==> src/rtl/lc3b_types.sv <==
// Shared LC-3b types for the branch resolution queue: word type, queue geometry,
// entry layout, FSM states and a saturating counter helper.
package lc3b_types;

  typedef logic [15:0] lc3b_word;

  localparam int BRQ_DEPTH = 4;
  localparam int BRQ_PTR_W = 2;
  localparam int BRQ_CNT_W = 3;

  typedef struct packed {
    lc3b_word pc;
    logic     predict_taken;
  } brq_entry_t;

  typedef enum logic {
    NORMAL = 1'b0,
    FLUSH  = 1'b1
  } brq_state_e;

  function automatic logic [15:0] sat_inc16(input logic [15:0] value);
    if (value == 16'hFFFF) begin
      return value;
    end else begin
      return value + 16'd1;
    end
  endfunction

endpackage

==> src/rtl/brq_fifo.sv <==
// In-order storage for in-flight branches. Head read bypasses to the incoming
// entry when empty so a same-cycle push and pop at empty resolves that branch.
module brq_fifo
  import lc3b_types::*;
(
  input  logic        clk,
  input  logic        reset_n,
  input  logic        i_push,
  input  logic        i_pop,
  input  logic        i_flush,
  input  logic [15:0] i_wpc,
  input  logic        i_wpt,
  output logic [15:0] o_head_pc,
  output logic        o_head_pt,
  output logic        o_empty,
  output logic        o_full
);

  brq_entry_t                 r_mem [BRQ_DEPTH];
  logic [BRQ_PTR_W-1:0]       r_head;
  logic [BRQ_PTR_W-1:0]       r_tail;
  logic [BRQ_CNT_W-1:0]       r_count;
  brq_entry_t                 w_head;
  logic                       w_empty;

  assign w_empty   = (r_count == 3'd0);
  assign o_empty   = w_empty;
  assign o_full    = (r_count == 3'd4);
  assign o_head_pc = w_head.pc;
  assign o_head_pt = w_head.predict_taken;

  // Head selection with empty-queue bypass.
  always_comb begin
    w_head = r_mem[r_head];
    if (w_empty) begin
      w_head = '{pc: i_wpc, predict_taken: i_wpt};
    end else begin
      w_head = r_mem[r_head];
    end
  end

  // Pointers and occupancy; a flush discards everything.
  always_ff @(posedge clk or negedge reset_n) begin
    if (!reset_n) begin
      r_head  <= 2'd0;
      r_tail  <= 2'd0;
      r_count <= 3'd0;
    end else if (i_flush) begin
      r_head  <= 2'd0;
      r_tail  <= 2'd0;
      r_count <= 3'd0;
    end else begin
      if (i_push) begin
        r_tail <= r_tail + 2'd1;
      end else begin
        r_tail <= r_tail;
      end
      if (i_pop) begin
        r_head <= r_head + 2'd1;
      end else begin
        r_head <= r_head;
      end
      case ({i_push, i_pop})
        2'b10:   r_count <= r_count + 3'd1;
        2'b01:   r_count <= r_count - 3'd1;
        default: r_count <= r_count;
      endcase
    end
  end

  // Entry payload storage, not reset.
  always_ff @(posedge clk) begin
    if (i_push && !i_flush) begin
      r_mem[r_tail] <= '{pc: i_wpc, predict_taken: i_wpt};
    end
  end

endmodule

==> src/rtl/branch_resolution_queue.sv <==
// Tracks predicted branches from fetch to writeback, reports outcomes to the
// predictor, flushes on mispredict and keeps saturating performance counters.
module branch_resolution_queue
  import lc3b_types::*;
(
  input  logic        clk,
  input  logic        reset_n,
  input  logic        fetch_branch_valid,
  input  logic [15:0] fetch_pc,
  input  logic        fetch_predict_taken,
  input  logic        resolve_valid,
  input  logic        resolve_taken,
  output logic        queue_full,
  output logic        update_branch_history,
  output logic        wb_take_jump,
  output logic [15:0] resolved_pc,
  output logic        mispredict,
  output logic [15:0] branch_count,
  output logic [15:0] mispredict_count,
  output logic        protocol_error
);

  brq_state_e  r_state;
  brq_state_e  w_state_nxt;
  logic        r_update;
  logic        r_take;
  logic [15:0] r_pc;
  logic        r_mis;
  logic [15:0] r_branch_cnt;
  logic [15:0] r_mis_cnt;
  logic        r_err;

  logic        w_empty;
  logic        w_full;
  logic [15:0] w_head_pc;
  logic        w_head_pt;
  logic        w_push_req;
  logic        w_pop;
  logic        w_mis;
  logic        w_push;
  logic        w_err;

  brq_fifo u_fifo (
    .clk       (clk),
    .reset_n   (reset_n),
    .i_push    (w_push),
    .i_pop     (w_pop),
    .i_flush   (w_mis),
    .i_wpc     (fetch_pc),
    .i_wpt     (fetch_predict_taken),
    .o_head_pc (w_head_pc),
    .o_head_pt (w_head_pt),
    .o_empty   (w_empty),
    .o_full    (w_full)
  );

  // Push/pop qualification; a pop at empty is legal only against a same-cycle push.
  always_comb begin
    w_push_req = fetch_branch_valid && (r_state == NORMAL);
    w_pop      = resolve_valid && (!w_empty || w_push_req);
    w_mis      = w_pop && (w_head_pt != resolve_taken);
    w_push     = w_push_req && (!w_full || w_pop) && !w_mis;
    w_err      = (resolve_valid && !w_pop) || (w_push_req && w_full && !w_pop);
  end

  // FSM state register.
  always_ff @(posedge clk or negedge reset_n) begin
    if (!reset_n) begin
      r_state <= NORMAL;
    end else begin
      r_state <= w_state_nxt;
    end
  end

  // FSM next state: FLUSH is a single cycle following a mispredicting pop.
  always_comb begin
    w_state_nxt = r_state;
    case (r_state)
      NORMAL: begin
        if (w_mis) begin
          w_state_nxt = FLUSH;
        end else begin
          w_state_nxt = NORMAL;
        end
      end
      FLUSH:   w_state_nxt = NORMAL;
      default: w_state_nxt = NORMAL;
    endcase
  end

  // Registered resolution outputs, counters and sticky error.
  always_ff @(posedge clk or negedge reset_n) begin
    if (!reset_n) begin
      r_update     <= 1'b0;
      r_take       <= 1'b0;
      r_pc         <= 16'h0000;
      r_mis        <= 1'b0;
      r_branch_cnt <= 16'h0000;
      r_mis_cnt    <= 16'h0000;
      r_err        <= 1'b0;
    end else begin
      r_update <= w_pop;
      r_mis    <= w_mis;
      r_err    <= r_err | w_err;
      if (w_pop) begin
        r_take       <= resolve_taken;
        r_pc         <= w_head_pc;
        r_branch_cnt <= sat_inc16(r_branch_cnt);
      end else begin
        r_take       <= r_take;
        r_pc         <= r_pc;
        r_branch_cnt <= r_branch_cnt;
      end
      if (w_mis) begin
        r_mis_cnt <= sat_inc16(r_mis_cnt);
      end else begin
        r_mis_cnt <= r_mis_cnt;
      end
    end
  end

  assign queue_full            = w_full;
  assign update_branch_history = r_update;
  assign wb_take_jump          = r_take;
  assign resolved_pc           = r_pc;
  assign mispredict            = r_mis;
  assign branch_count          = r_branch_cnt;
  assign mispredict_count      = r_mis_cnt;
  assign protocol_error        = r_err;

endmodule

==> config.mk <==
export PLATFORM = sky130hd
export DESIGN_NAME = branch_resolution_queue
export DESIGN_NICKNAME = d
export VERILOG_FILES = /design/src/rtl/lc3b_types.sv /design/src/rtl/brq_fifo.sv /design/src/rtl/branch_resolution_queue.sv
export SDC_FILE = /design/constraint.sdc
export NUM_CORES = 1
export LEC_CHECK = 0
export CORE_MARGIN = 4
export CORE_UTILIZATION = 56
export CTS_BUF_LIST = sky130_fd_sc_hd__clkbuf_2
export DETAILED_ROUTE_END_ITERATION = 6
export PLACE_DENSITY = 0.82
export SLEW_MARGIN = 10
export SYNTH_ARGS = -nofsm -noshare
export SYNTH_HDL_FRONTEND = slang
export SYNTH_SLANG_ARGS = --single-unit
==> constraint.sdc <==
create_clock -name clk -period 3.4 [get_ports clk]
set_input_delay 0.34 -clock clk [delete_from_list [all_inputs] [get_ports clk]]
set_output_delay 0.34 -clock clk [all_outputs]
set_load 0.01 [all_outputs]
==> summary.md <==
| Metric | Value |
|---|---|
| TNS Setup | `0 ns` |
| Mapped Cells | `377` |
| Fin nets | `500` |
| I/O pins | `75` |
| Final instance area | `6480 sq um` |
| Crit path time final | `2.60 ns` |
| # setup viols final | `0` |
| Crit path DAT | `3.13 ns` |
| WL final | `10.1 mm` |
| DIE AREA | `11100 sq um` |
| Worst setup path category | `reg -> reg` |
| FF+latch count, synth | `128` |
| Die width | `106 um` |
| Slew headroom | `0.548` |
| Power density over cell area | `733 nW/um^2` |
| Maximum number of pins on one net before global-route repair | `39` |
| Startpoint Class | `register` |
| H-tree depth | `4` |
| Final hold violations | `0` |
| Total gr overflow | `0` |
| Synthesis-to-layout area growth | `21.8%` |
| First DRT Iteration DRCs | `149` |
| RSZ-0062 raised after global routing | `no` |
| Slew @ Worst Pin | `0.674 ns` |
| Worst-Skew Late Latency | `0.64 ns` |
| P_leak | `0.00249 uW` |
| Dpl hpwl | `6.71 mm` |
| Worst-case hold slack | `0.195 ns` |
| Bufs on Longest Clock Path | `2` |
| IO Port Bufs | `74` |
| Max-cap violations | `0` |
| Wire per inst | `16.5 um` |
| Number of remaining DRC errors | `0` |
| F_max | `385 MHz` |
| Detailed-route via count | `3273` |
| Root Driver | `clkbuf_2` |
| RePlAce Congestion | `0.826` |
| TritonCTS clock tree | `yes` |
| Initial Util | `0.576` |
| Resized cells post-CTS | `0` |
| # rows | `35` |
| Post-Syn Area | `5320 sq um` |
| Post-CTS Setup Bufs | `0` |
| Vias in the first global route | `3357` |
| HP Class | `in -> async` |
| CP Capture Type | `register` |
| CTS buffer count | `17` |
| Placed Area | `6240 sq um` |
| Clk pin slew, worst setup/hold paths | `0.20 ns` |
| RR Endpoint | `u_fifo.r_count[2]` |
| Run status | `finished, final reports clean` |
| YS warnings | `0` |
| Share of post-route cells with drive strength above 1 | `0.141` |
| Diodes inserted | `0` |
| Crit path required time | `3.93 ns` |
| Reg-to-reg critical path startpoint | `u_fifo.r_count[2]` |
| Mean post-synth cell area | `14.1 sq um` |
| Final max-slew violation count | `0` |
| Gr usage total | `0.196` |
| Die Ht | `106 um` |
| Via density | `5.35` |
| Antenna violations before repair | `0` |
| Netlist cell types | `41` |
| Core area | `9240 sq um` |
| Syn_nets | `407` |
| R2R cell count | `11` |
| Worst R2R Setup Slack | `0.80 ns` |
| Drt pass-1 iters | `4` |
| Seq/Total Area, Yosys | `0.666` |
| Clock sinks | `128` |
| Critical Path Fanout Max | `4` |
| First-pass GRT wire length | `16.8 mm` |
| Hold-fix buffers at CTS | `1` |
| Crit share post-route | `0.765` |
| Filler cells | `638` |
| Antenna Nets Post-Route | `0` |
| Worst VDD drop | `0.333 mV` |
| Worst Clk Skew | `0.0269 ns` |
## sequential cells by signal (all words and copies together), names as in the netlist, 2 cells and up
name / flops
branch_count: 16
resolved_pc: 16
u_fifo.r_count: 3
mispredict_count: 16
u_fifo.r_tail: 2
u_fifo.r_mem: 68
u_fifo.r_head: 2
## report_power, final
group          leakage, uW  switching [uW]  internal (uW)
sequential         0.00136             220           1980
combinational      0.00100             826            845
clock             0.000129             549            331
## kinds of logic after synthesis
| family | after synthesis | share of synthesized area |
|---|---|---|
| AO/OA/AOI/OAI | 27 | 0.0374 |
| adder cells (fa/ha/maj) | 8 | 0.0202 |
| flip-flops | 128 | 0.666 |
| AND/OR/NAND/NOR | 134 | 0.117 |
| XOR/XNOR | 36 | 0.0606 |
| buffers and inverters | 23 | 0.0195 |
| multiplexers | 21 | 0.0799 |
## stage by stage
stage | setup WS [ns] | instances | utilization | total power (uW)
after floorplan | 0.560 | 377 | - | 3230
after global placement | 0.744 | 579 | 0.676 | 3860
after detailed placement | 0.637 | 579 | 0.676 | 3940
after CTS | 0.790 | 612 | 0.702 | 4810
after global routing | 0.627 | 612 | 0.702 | 5060
final | 0.800 | 612 | 0.702 | 4750
## critical path: stages (launching register included)
cell and delay [ns]:
dfrtp_1 0.46, or3_1 0.48, and2_1 0.19, o221ai_2 0.17
and2_1 0.15, inv_1 0.04, ha_1 0.20, fa_1 0.38
xnor2_1 0.13, nor2_1 0.12, xnor2_1 0.14, nor2_1 0.05
## how the worst max path moves through the flow
stage / startpoint / to / cells past startpoint
6_report: u_fifo.r_count[2] / u_fifo.r_count[2] / 11
3_5_place_dp: fetch_branch_valid / u_fifo.r_count[2] / 11
2_1_floorplan: u_fifo.r_count[2] / u_fifo.r_count[2] / 12
4_1_cts: u_fifo.r_count[2] / u_fifo.r_count[2] / 11
5_1_grt: u_fifo.r_count[2] / u_fifo.r_count[2] / 11
3_3_place_gp: fetch_branch_valid / u_fifo.r_count[2] / 11
## cell type report
type	instances	area, sq um	share of cell area
inverter	10	37.5	0.00579
multi-input combinational	226	1680	0.259
tap	129	161	0.0249
sequential	128	3540	0.547
timing repair buffer	87	836	0.129
clock buffer	17	85.1	0.0131
clock inverter	15	143	0.0220
## metal layers
layer	wire length [um]	track usage	vias up
li1	-	-	1562
met1	4310	0.262	1606
met2	5070	0.321	92
met3	574	0.0453	13
met4	143	0.0657	0
met5	0	0	-
## layout by cell type (no fill, tap or decap), drive strengths merged
cell type	count
xor2	11
and2	2
a211oi	1
mux2	2
buf	13
ha	7
or4b	1
o221ai	1
a2111o	1
o31ai	1
nand3b	1
xnor2	25
clkinvlp	4
nand4	14
a31oi	16
clkinv	6
o21a	1
o21ai	1
dfrtp	60
a31o	1
or3	1
dlygate4sd3	1
nor3	7
clkdlybuf4s50	73
nor2	37
fa	1
nor2b	1
nand2b	1
nand2	47
o21bai	1
mux2i	2
and4	1
clkbuf	17
edfxtp	68
a21oi	3
and3	10
nand3	11
inv	13
mux4	17
bufinv	2
## synthesized netlist by cell type, drive strengths merged
library cell | n | area [sq um]
a2111o | 1 | 11.3
a211oi | 1 | 7.51
a21oi | 3 | 15.0
a31o | 1 | 8.76
a31oi | 16 | 100
and2 | 2 | 12.5
and3 | 10 | 62.6
and4 | 1 | 8.76
buf | 9 | 51.3
clkbuf | 4 | 15.0
dfrtp | 60 | 1500
edfxtp | 68 | 2040
fa | 1 | 20.0
ha | 7 | 87.6
inv | 10 | 37.5
mux2 | 2 | 22.5
mux2i | 2 | 20.0
mux4 | 17 | 383
nand2 | 47 | 176
nand2b | 1 | 6.26
nand3 | 11 | 55.1
nand3b | 1 | 7.51
nand4 | 14 | 87.6
nor2 | 37 | 139
nor2b | 1 | 6.26
nor3 | 7 | 40.0
o21a | 1 | 7.51
o21ai | 1 | 5.00
o21bai | 1 | 7.51
o221ai | 1 | 15.0
o31ai | 1 | 21.3
or3 | 1 | 6.26
or4b | 1 | 13.8
xnor2 | 25 | 226
xor2 | 11 | 96.3
Note: power is estimated with default switching activity, not from simulation.
